File: config.mk
export PLATFORM = sky130hd
export DESIGN_NAME = muxn_rr
export DESIGN_NICKNAME = d
export VERILOG_FILES = /design/src/rtl/muxn_rr.sv
export SDC_FILE = /design/constraint.sdc
export NUM_CORES = 1
export LEC_CHECK = 0
export ABC_AREA = 0
export CORE_MARGIN = 3
export CORE_UTILIZATION = 40
export CTS_BUF_LIST = sky130_fd_sc_hd__clkbuf_2
export DETAILED_ROUTE_END_ITERATION = 8
export GPL_TIMING_DRIVEN = 0
export PLACE_DENSITY = 0.84
export SYNTH_ARGS = -nofsm -noshare
export SYNTH_HDL_FRONTEND = slang
export SYNTH_SLANG_ARGS = --single-unit
export TNS_END_PERCENT = 50
File: constraint.sdc
create_clock -name clk -period 3.9 [get_ports clk]
set_input_delay 0.78 -clock clk [delete_from_list [all_inputs] [get_ports clk]]
set_output_delay 0.78 -clock clk [all_outputs]
set_load 0.02 [all_outputs]
File: src/rtl/muxn_rr.sv
// N-channel packet multiplexer with one registered output slot.
// A packet holds its channel until in_last; the grant comes from sel (MODE=0) or a round-robin pointer (MODE=1).
module muxn_rr #(
    parameter int N    = 4,
    parameter int W    = 8,
    parameter int MODE = 1,
    localparam int SW  = (N > 1) ? $clog2(N) : 1
) (
    input  logic             clk,
    input  logic             rst,
    input  logic [N*W-1:0]   in_data,
    input  logic [N-1:0]     in_valid,
    input  logic [N-1:0]     in_last,
    output logic [N-1:0]     in_ready,
    input  logic [SW-1:0]    sel,
    output logic [W-1:0]     out_data,
    output logic             out_valid,
    output logic             out_last,
    output logic [SW-1:0]    out_ch,
    input  logic             out_ready
);

    localparam logic [0:0]    ST_IDLE   = 1'b0;
    localparam logic [0:0]    ST_LOCKED = 1'b1;
    localparam logic [SW:0]   N_L       = N[SW:0];
    localparam logic [SW-1:0] LAST_CH   = SW'(N - 1);

    logic [0:0]    state_q, state_d;
    logic [SW-1:0] lock_ch_q, lock_ch_d;
    logic [SW-1:0] ptr_q, ptr_d;
    logic          out_valid_q, out_valid_d;
    logic          out_last_q, out_last_d;
    logic [W-1:0]  out_data_q, out_data_d;
    logic [SW-1:0] out_ch_q, out_ch_d;

    logic          load_en;
    logic          gnt_vld;
    logic [SW-1:0] gnt_ch;
    logic          xfer;
    logic [W-1:0]  gnt_data;
    logic          gnt_last;

    assign load_en = !out_valid_q || out_ready;

    always_comb begin : grant_logic
        int unsigned idx;
        idx     = 0;
        gnt_vld = 1'b0;
        gnt_ch  = '0;
        if (state_q == ST_LOCKED) begin
            gnt_ch  = lock_ch_q;
            gnt_vld = in_valid[lock_ch_q];
        end else if (MODE == 0) begin
            gnt_ch  = sel;
            gnt_vld = ({1'b0, sel} < N_L) && in_valid[sel];
        end else begin
            // Scan from farthest to nearest so the channel right after ptr wins.
            for (int unsigned i = N; i >= 1; i--) begin
                idx = 32'(ptr_q) + i;
                if (idx >= 32'(N)) begin
                    idx = idx - 32'(N);
                end
                if (in_valid[idx[SW-1:0]]) begin
                    gnt_vld = 1'b1;
                    gnt_ch  = idx[SW-1:0];
                end
            end
        end
    end

    assign xfer = gnt_vld && load_en && !rst;

    always_comb begin
        gnt_data = '0;
        gnt_last = 1'b0;
        in_ready = '0;
        for (int unsigned k = 0; k < N; k++) begin
            if (gnt_ch == SW'(k)) begin
                gnt_data    = in_data[k*W +: W];
                gnt_last    = in_last[k];
                in_ready[k] = xfer;
            end
        end
    end

    always_comb begin
        state_d     = state_q;
        lock_ch_d   = lock_ch_q;
        ptr_d       = ptr_q;
        out_valid_d = out_valid_q;
        out_last_d  = out_last_q;
        out_data_d  = out_data_q;
        out_ch_d    = out_ch_q;
        if (xfer) begin
            out_valid_d = 1'b1;
            out_last_d  = gnt_last;
            out_data_d  = gnt_data;
            out_ch_d    = gnt_ch;
            if (gnt_last) begin
                state_d = ST_IDLE;
                if (MODE != 0) begin
                    ptr_d = gnt_ch;
                end
            end else begin
                state_d   = ST_LOCKED;
                lock_ch_d = gnt_ch;
            end
        end else if (out_ready) begin
            out_valid_d = 1'b0;
        end
    end

    always_ff @(posedge clk or posedge rst) begin
        if (rst) begin
            state_q     <= ST_IDLE;
            lock_ch_q   <= '0;
            ptr_q       <= LAST_CH;
            out_valid_q <= 1'b0;
            out_last_q  <= 1'b0;
            out_data_q  <= '0;
            out_ch_q    <= '0;
        end else begin
            state_q     <= state_d;
            lock_ch_q   <= lock_ch_d;
            ptr_q       <= ptr_d;
            out_valid_q <= out_valid_d;
            out_last_q  <= out_last_d;
            out_data_q  <= out_data_d;
            out_ch_q    <= out_ch_d;
        end
    end

    assign out_valid = out_valid_q;
    assign out_last  = out_last_q;
    assign out_data  = out_data_q;
    assign out_ch    = out_ch_q;

endmodule

==> results_dict.tcl, run 1 <==
set metrics [dict create \
    initial_utilization_pct 42.42 \
    synth_edf_count 0 \
    drv_cap 0 \
    numClockSinks 17 \
    port_buffers 58 \
    vias 1093 \
    antenna_found_initial 0 \
    skew_ns 0.005170 \
    start_kind "input pin" \
    seq_area_frac_synth_pct 35.96 \
    grt_pass1_vias 1174 \
    rrSetupSlack_ns 1.61 \
    peakVddDrop_v 0.0004177 \
    layout-drive-gt1-share_pct 19.66 \
    cellLeakagePower_nw 0.8039 \
    die_area_sq_um 3665 \
    yosysMostFrequentCell "dfrtp_1" \
    path_max_fanout 10 \
    fin_crit_ns 3.697 \
    grt_first_pass_wirelength_um 5264 \
    status "finished, final reports clean" \
    cts_buffers 3 \
    hold_class "reg2reg" \
    syn_nets 161 \
    crit_arrival_ns 2.92 \
    die_x_um 60.54 \
    rsz0062_at_grt "no" \
    cts_hold_repair.buffers 0 \
    cts_root_buf "clkbuf_2" \
    ys_ff_latch 17 \
    via_per_inst 5.230 \
    setup_viol 0 \
    pwr_density_cell_nw_per_um2 724.6 \
    synth_top_cell_by_area "dfrtp_1" \
    slew_headroom_pct 57.78 \
    hold_violations 0 \
    drtIter0Drc 70 \
    grt_usage_pct 19.07 \
    route.detailed.wl_per_inst_um 15.56 \
    io_pins 61 \
    drv_slew 0 \
    layout_worst_path_cycle_share_pct 94.79 \
    drc 0 \
    place.gp.congestion 0.7249 \
    overflow 0 \
    grt_max_degree 18 \
    areaGrowthSynthToFinish_pct 53.31 \
    synthTopCellsByArea "dfrtp_1, mux2_2, mux2i_1" \
    first_pass_iters 4 \
    synthArstFlopShare_pct 100.0 \
    worstPathRequired_ns 3.12 \
    hpwl_um 2662 \
    syn_avg_cell_area_sq_um 10.26 \
    core-area_sq_um 2805 \
    insertion_delay_ns 0.29 \
    synth_top_area_share_pct 31.55 \
    yosysWarnings 0 \
    syn-cell-area_sq_um 1190 \
    design_area_sq_um 1824 \
    synth.distinct_cells 32 \
    cts_tree "done" \
    antenna_left 0 \
    crit_type "in2out" \
    final_util_pct 65.03 \
    insertedDiodeCount 0 \
    htree_levels 1 \
    max_slew.worst_pin.slew_ns 0.6326 \
    placed_cell_area_sq_um 1809 \
    synthFlopType "dfrtp_1" \
    fmax_ghz 0.2705 \
    nets 224 \
    rows 19 \
    clockBufferDepth 2 \
    synth_cells 116 \
    clk_pin_slew_ns 0.17 \
    ys_top_cells_by_count "dfrtp_1, mux2_2, nor2_1, a21oi_1, mux2i_1" \
    wl_um 3253 \
    die_y_um 60.54 \
    end_kind "primary output" \
]
## metal layers
metal | routed length (um) | share of wire, % | up-vias | track usage [%]
met1 | 1286 | 40 | 523 | 22.55
met4 | 0 | 0 | 0 | 2.786
met3 | 217 | 6.7 | 0 | 4.043
met5 | 0 | 0 | - | 0
li1 | - | - | 534 | -
met2 | 1750 | 54 | 36 | 36.11
## critical path, stage by stage
cell and delay, ns:
clkdlybuf4s50_1 0.51, inv_1 0.10, a211oi_1 0.24, o21ai_0 0.13
a21oi_1 0.38, buf_4 0.26, inv_1 0.07, and3_1 0.13
dlygate4sd2_1 0.32
## state kept, by name, summed over array words and instances (netlist names)
signal     count
ptr_q          2
out_last       1
out_ch         2
out_valid      1
out_data       8
lock_ch_q      2
state_q        1
## final timing paths
| check | cells past startpoint | start | end |
|---|---|---|---|
| min in group asynchronous | 2 | rst | out_ch[0] |
| worst max register to register | 8 | ptr_q[1] | lock_ch_q[1] |
| worst min register to register | 1 | out_ch[1] | out_ch[1] |
| max in group asynchronous | 2 | rst | out_data[1] |
| worst max-delay path | 9 | in_valid[3] | in_ready[2] |
| worst min-delay path | 1 | out_ch[1] | out_ch[1] |
## area by class of cell
| class | instances | area [sq um] |
|---|---|---|
| Fill cell | 244 | 980.9 |
| Sequential cell | 17 | 427.9 |
| Buffer | 7 | 70.07 |
| Inverter | 5 | 18.77 |
| Tap cell | 31 | 38.79 |
| Clock buffer | 3 | 15.01 |
| Timing Repair Buffer | 58 | 575.6 |
| Multi-Input combinational cell | 87 | 673.1 |
| Clock inverter | 1 | 5.005 |
## stage by stage
step                instances   TNS, ns  total power [mW]  hold slack (ns)  setup WS, ns
detailed placement        205  -0.06671             1.259           0.4870      -0.04375
floorplan                 116         0            0.9494           0.4841         1.046
finish                    209         0             1.322           0.5275        0.2032
CTS                       209         0             1.333           0.5282        0.1974
global route              209         0             1.417           0.5441       0.02764
global placement          205         0             1.226           0.4809       0.02392
## repair_timing
action                                 CTS  global route
gates resized for setup                  4             0
buffers inserted                         0             0
endpoints found under the hold margin    0             0
setup endpoints to repair                4             0
## cells in the final DEF (no fill, tap or decap), types with 3 or more instances in the layout
| cell type | count |
|---|---|
| a21oi_1 | 12 |
| mux2i_1 | 11 |
| nand2_1 | 6 |
| mux2_2 | 13 |
| nor2_1 | 13 |
| clkdlybuf4s50_1 | 54 |
| buf_4 | 3 |
| dfrtp_1 | 15 |
| dlygate4sd2_1 | 4 |
| o21ai_0 | 4 |
| inv_1 | 5 |
| clkbuf_2 | 3 |
| mux2_4 | 6 |
## cell families after synthesis
group | synth area share (%)
simple gates | 11.78
flops | 35.96
compound gates | 13.78
mux | 31.02
buf+inv | 7.465
## report_power, final
group	internal (mW)	switching [mW]	total, mW
clock	0.0232	0.0566	0.0798
sequential	0.269	0.0702	0.339
combinational	0.480	0.423	0.903
(Power assumes the default switching activity.)
==> inputs of run 2 (changes only) <==
--- a/config.mk
+++ b/config.mk
@@ -6,7 +6,7 @@
 export NUM_CORES = 1
 export LEC_CHECK = 0
 export ABC_AREA = 0
-export CORE_MARGIN = 3
+export CORE_MARGIN = 1
 export CORE_UTILIZATION = 40
 export CTS_BUF_LIST = sky130_fd_sc_hd__clkbuf_2
 export DETAILED_ROUTE_END_ITERATION = 8
==> results_dict.tcl, run 2 (synthesized netlist as in run 1, its figures left out) <==
set metrics [dict create \
    cts_tree "done" \
    power_frac_comb_pct 68.2 \
    layout-drive-gt1-share_pct 19.66 \
    slew_headroom_pct 58.66 \
    fin_crit_ns 3.693 \
    end_kind "primary output" \
    nets 224 \
    fmax_ghz 0.2708 \
    rsz0062_at_grt "no" \
    rows 19 \
    antenna_left 0 \
    crit_buf_inv 4 \
    crit_type "in2out" \
    path_max_fanout 10 \
    place.gp.congestion 0.7630 \
    skew_ns 0.006848 \
    die_area_sq_um 3197 \
    cts_hold_repair.buffers 0 \
    insertedDiodeCount 0 \
    drv_slew 0 \
    drv_cap 0 \
    hold-worst-slack_ns 0.5212 \
    grt_first_pass_wirelength_um 5168 \
    drtIter0Drc 47 \
    clockBufferDepth 2 \
    start_kind "input pin" \
    worstPathRequired_ns 3.12 \
    wl_um 2981 \
    overflow 0 \
    swShare_pct 41.30 \
    drc 0 \
    route.detailed.wl_per_inst_um 14.26 \
    max_slew.worst_pin.slew_ns 0.6194 \
    hold_class "reg2reg" \
    p_switching_uw 543.0 \
    fin_tns_setup_ns 0 \
    cts_root_buf "clkbuf_2" \
    die_y_um 56.54 \
    cellInternalPower_uw 771.9 \
    insertion_delay_ns 0.29 \
    grt_max_degree 18 \
    numClockSinks 17 \
    crit_path_max_incr_delay_ns 0.51 \
    cts_setup_buffers 0 \
    via_per_inst 5.177 \
    cellLeakagePower_nw 0.8039 \
    port_buffers 58 \
    initial_utilization_pct 42.78 \
    grt_usage_pct 20.61 \
    clk_pin_slew_ns 0.15 \
    clockPowerShare_pct 5.9 \
    core-area_sq_um 2781 \
    areaGrowthSynthToFinish_pct 53.31 \
    setup_viol 0 \
    largest_reg_flops 8 \
    final_common_cell "clkdlybuf4s50_1" \
    die_x_um 56.54 \
    hold_violations 0 \
    crit_arrival_ns 2.91 \
    io_pins 61 \
    htree_levels 1 \
    layout_worst_path_cycle_share_pct 94.70 \
    seqPwrFrac_pct 25.9 \
    cpMaxStageDelayCell "mux4_2" \
    cts_resized 4 \
    antenna_found_initial 0 \
    vias 1082 \
    cp_cell_sequence "clkdlybuf4s50_1 > mux4_2 > nand2b_1 > o211a_1 > buf_4 > buf_6 > and3_1 > dlygate4sd2_1" \
    final_cell_mix "clkdlybuf4s50_1, dfrtp_1, nor2_1, mux2_2, a21oi_1" \
    cts_buffers 3 \
    status "finished, final reports clean" \
    hpwl_um 2408 \
    grt_pass1_vias 1153 \
    first_pass_iters 4 \
    peakVddDrop_v 0.0005958 \
    critPathTopFamily "buffers and inverters" \
    pwr_density_cell_nw_per_um2 720.8 \
]
run 2: per-stage QoR:
step | cell area (sq um) | power, mW | util [%] | std cells | worst slack (ns)
finish | 1824 | 1.315 | 65.59 | 209 | 0.2068
global route | 1824 | 1.420 | 65.59 | 209 | 0.07530
CTS | 1824 | 1.324 | 65.59 | 209 | 0.1997
detailed placement | 1809 | 1.252 | 65.05 | 205 | -0.05078
global placement | 1809 | 1.224 | 65.05 | 205 | 0.02171
floorplan | 1190 | 0.9494 | - | 116 | 1.046
run 2: final cells by class:
class	instances	area, sq um
multi-input cells	87	673.1
plain buffers	7	70.07
flip-flops and latches	17	427.9
repair buffers	58	575.6
clock inverters	1	5.005
clock buffers	3	15.01
well taps	31	38.79
inverters	5	18.77
fillers	227	957.2
run 2: power by group through the flow:
stage	logic, mW	clock network (mW)	registers, mW
floorplan	0.545	0	0.404
global placement	0.890	0	0.334
detailed placement	0.910	0	0.342
CTS	0.905	0.0805	0.339
global route	0.979	0.0877	0.354
finish	0.897	0.0772	0.341
run 2: worst paths after layout:
check	startpoint	to	slack (ns)	cells past startpoint
setup / recovery	in_valid[0]	in_ready[2]	0.21	8
hold / removal	out_ch[1]	out_ch[1]	0.52	1
setup reg to reg	ptr_q[1]	lock_ch_q[1]	1.63	8
hold reg to reg	out_ch[1]	out_ch[1]	0.52	1
max in group asynchronous	rst	out_valid	2.63	2
min in group asynchronous	rst	out_data[6]	0.87	2
run 2: worst register-to-register path: cells and delay by family (launching register included):
kind	cells	cell delay [ns]
and+or+nand+nor	3	0.40
DFF	1	0.62
buffers and inverters	1	0.13
AOI/OAI and AO/OA	1	0.17
muxes	3	0.88
run 2: routing by layer:
| layer | up-vias | track usage [%] | part of all wire, % |
|---|---|---|---|
| li1 | 534 | - | - |
| met1 | 498 | 25.00 | 41 |
| met2 | 46 | 35.13 | 50 |
| met3 | 4 | 6.221 | 7.9 |
| met4 | 0 | 5.923 | 0.87 |
| met5 | - | 0 | 0 |
==> inputs of run 3 (changes only) <==
--- a/config.mk
+++ b/config.mk
@@ -7,11 +7,11 @@
 export LEC_CHECK = 0
 export ABC_AREA = 0
 export CORE_MARGIN = 1
-export CORE_UTILIZATION = 40
+export CORE_UTILIZATION = 37
 export CTS_BUF_LIST = sky130_fd_sc_hd__clkbuf_2
 export DETAILED_ROUTE_END_ITERATION = 8
 export GPL_TIMING_DRIVEN = 0
-export PLACE_DENSITY = 0.84
+export PLACE_DENSITY = 0.81
 export SYNTH_ARGS = -nofsm -noshare
 export SYNTH_HDL_FRONTEND = slang
 export SYNTH_SLANG_ARGS = --single-unit
==> constraint.sdc (replaced) <==
create_clock -name clk -period 3.2 [get_ports clk]
set_input_delay 0.64 -clock clk [delete_from_list [all_inputs] [get_ports clk]]
set_output_delay 0.64 -clock clk [all_outputs]
set_load 0.02 [all_outputs]
==> results_dict.tcl, run 3 (synthesized netlist as in run 1, its figures left out) <==
set metrics [dict create \
    worstPathRequired_ns 2.56 \
    die_area_sq_um 3447 \
    power_frac_comb_pct 68.6 \
    grt_usage_pct 20.44 \
    cts_hold_repair.buffers 0 \
    drc 0 \
    path_max_fanout 10 \
    swShare_pct 41.01 \
    vias 1117 \
    rsz0062_at_grt "no" \
    crit_type "in2out" \
    core-area_sq_um 3053 \
    initial_utilization_pct 38.98 \
    r2r-start "ptr_q[1]" \
    overflow 0 \
    clk_pin_slew_ns 0.15 \
    clockPowerShare_pct 5.8 \
    hold_class "reg2reg" \
    cts_buffers 3 \
    rr_worst_depth 8 \
    largest_reg_flops 8 \
    antenna_found_initial 0 \
    die_y_um 58.71 \
    clockBufferDepth 2 \
    grt_pass1_vias 1149 \
    grt_max_degree 18 \
    route.detailed.wl_per_inst_um 14.88 \
    hpwl_um 2631 \
    p_total_mw 1.625 \
    numClockSinks 17 \
    end_kind "primary output" \
    rrSetupSlack_ns 0.91 \
    io_pins 61 \
    peakVddDrop_v 0.0004467 \
    start_kind "input pin" \
    grt_util_met3_pct 2.637 \
    antenna_left 0 \
    final_util_pct 60.45 \
    final_cell_mix "clkdlybuf4s50_1, dfrtp_1, nor2_1, mux2_2" \
    endpoint "in_ready[3]" \
    slew_headroom_pct 57.97 \
    nets 225 \
    fin_crit_ns 3.043 \
    layout-drive-gt1-share_pct 23.46 \
    max_slew.worst_pin.slew_ns 0.6297 \
    insertion_delay_ns 0.28 \
    first_pass_iters 4 \
    pwr_density_cell_nw_per_um2 880.7 \
    seqPwrFrac_pct 25.5 \
    gr-usage-met2_pct 35.30 \
    port_buffers 58 \
    areaGrowthSynthToFinish_pct 55.10 \
    hold-worst-slack_ns 0.5193 \
    cp-startpoint "in_valid[0]" \
    gr-usage-met1_pct 24.97 \
    skew_ns 0.002520 \
    rows 20 \
    htree_levels 1 \
    fmax_ghz 0.3286 \
    setup_viol 0 \
    wl_um 3318 \
    grt-busiest-layer "met2" \
    place.gp.congestion 0.7302 \
    via_per_inst 5.009 \
    cts_tree "done" \
    layout_worst_path_cycle_share_pct 95.09 \
    drv_slew 0 \
    crit_arrival_ns 2.40 \
    die_x_um 58.71 \
    cellLeakagePower_nw 0.8004 \
    p_switching_uw 666.5 \
    final_common_cell "clkdlybuf4s50_1" \
    status "finished, final reports clean" \
    reg2reg_to "lock_ch_q[1]" \
    drtIter0Drc 25 \
    hold_violations 0 \
    grt_first_pass_wirelength_um 5257 \
    insertedDiodeCount 0 \
    drv_cap 0 \
    cts_root_buf "clkbuf_2" \
    cellInternalPower_uw 958.8 \
]
[run 3: cell count changes in the layout (fill, tap and decap cells not counted), sizes merged]
| cell | change |
|---|---|
| buf | +3 |
| clkbuf | +1 |
| clkdlybuf4s15 | +3 |
| clkdlybuf4s50 | -4 |
| clkinv | -1 |
| dlygate4sd2 | -1 |
[run 3: worst min path at each step]
stage / startpoint / endpoint / depth (start not counted)
6_report: out_ch[1] / out_ch[1] / 1
5_1_grt: out_data[2] / out_data[2] / 1
3_3_place_gp: out_valid / out_valid / 1
3_5_place_dp: out_ch[1] / out_ch[1] / 1
4_1_cts: out_ch[1] / out_ch[1] / 1
2_1_floorplan: ptr_q[0] / ptr_q[0] / 2
[run 3: power groups by stage]
stage	Clock [mW]	Combinational, mW	Sequential, mW
after floorplan	0	0.664	0.493
after global placement	0	1.09	0.407
after detailed placement	0	1.11	0.417
after CTS	0.100	1.12	0.413
after global routing	0.110	1.20	0.427
final	0.0951	1.12	0.415
[run 3: layer usage]
layer	vias up	share of wire (%)
met1	539	43
li1	541	-
met3	4	4.6
met5	-	0
met4	0	1.5
met2	33	51
[run 3: cell type report]
cell class	count	area (sq um)
tap	44	55.05
inverter	5	18.77
timing repair buffer	59	576.8
fill	289	1207
multi-input combinational	87	676.9
sequential	17	427.9
buffer	7	70.07
clock buffer	4	20.02
[run 3: per-stage QoR]
| stage | setup WS (ns) | TNS (ns) | std cells | cell area [sq um] |
|---|---|---|---|---|
| final | 0.1571 | 0 | 223 | 1846 |
| after global routing | 0.03081 | 0 | 223 | 1846 |
| after CTS | 0.1327 | 0 | 223 | 1844 |
| after detailed placement | -0.4719 | -1.817 | 218 | 1826 |
| after global placement | -0.3983 | -1.575 | 218 | 1826 |
| after floorplan | 0.6260 | 0 | 116 | 1190 |
[run 3: worst max-delay path: stages]
cell and delay (ns):
dlygate4sd2_1 0.30, mux4_2 0.49, nand2b_1 0.18, o211a_1 0.13, buf_4 0.17, buf_6 0.15
and3_1 0.19, buf_2 0.16
[run 3: what timing repair did]
| action | CTS | global route |
|---|---|---|
| buffers inserted | 1 | 0 |
| pin swaps | 1 | 0 |
| setup endpoints to repair | 4 | 1 |
| resized for setup | 20 | 1 |
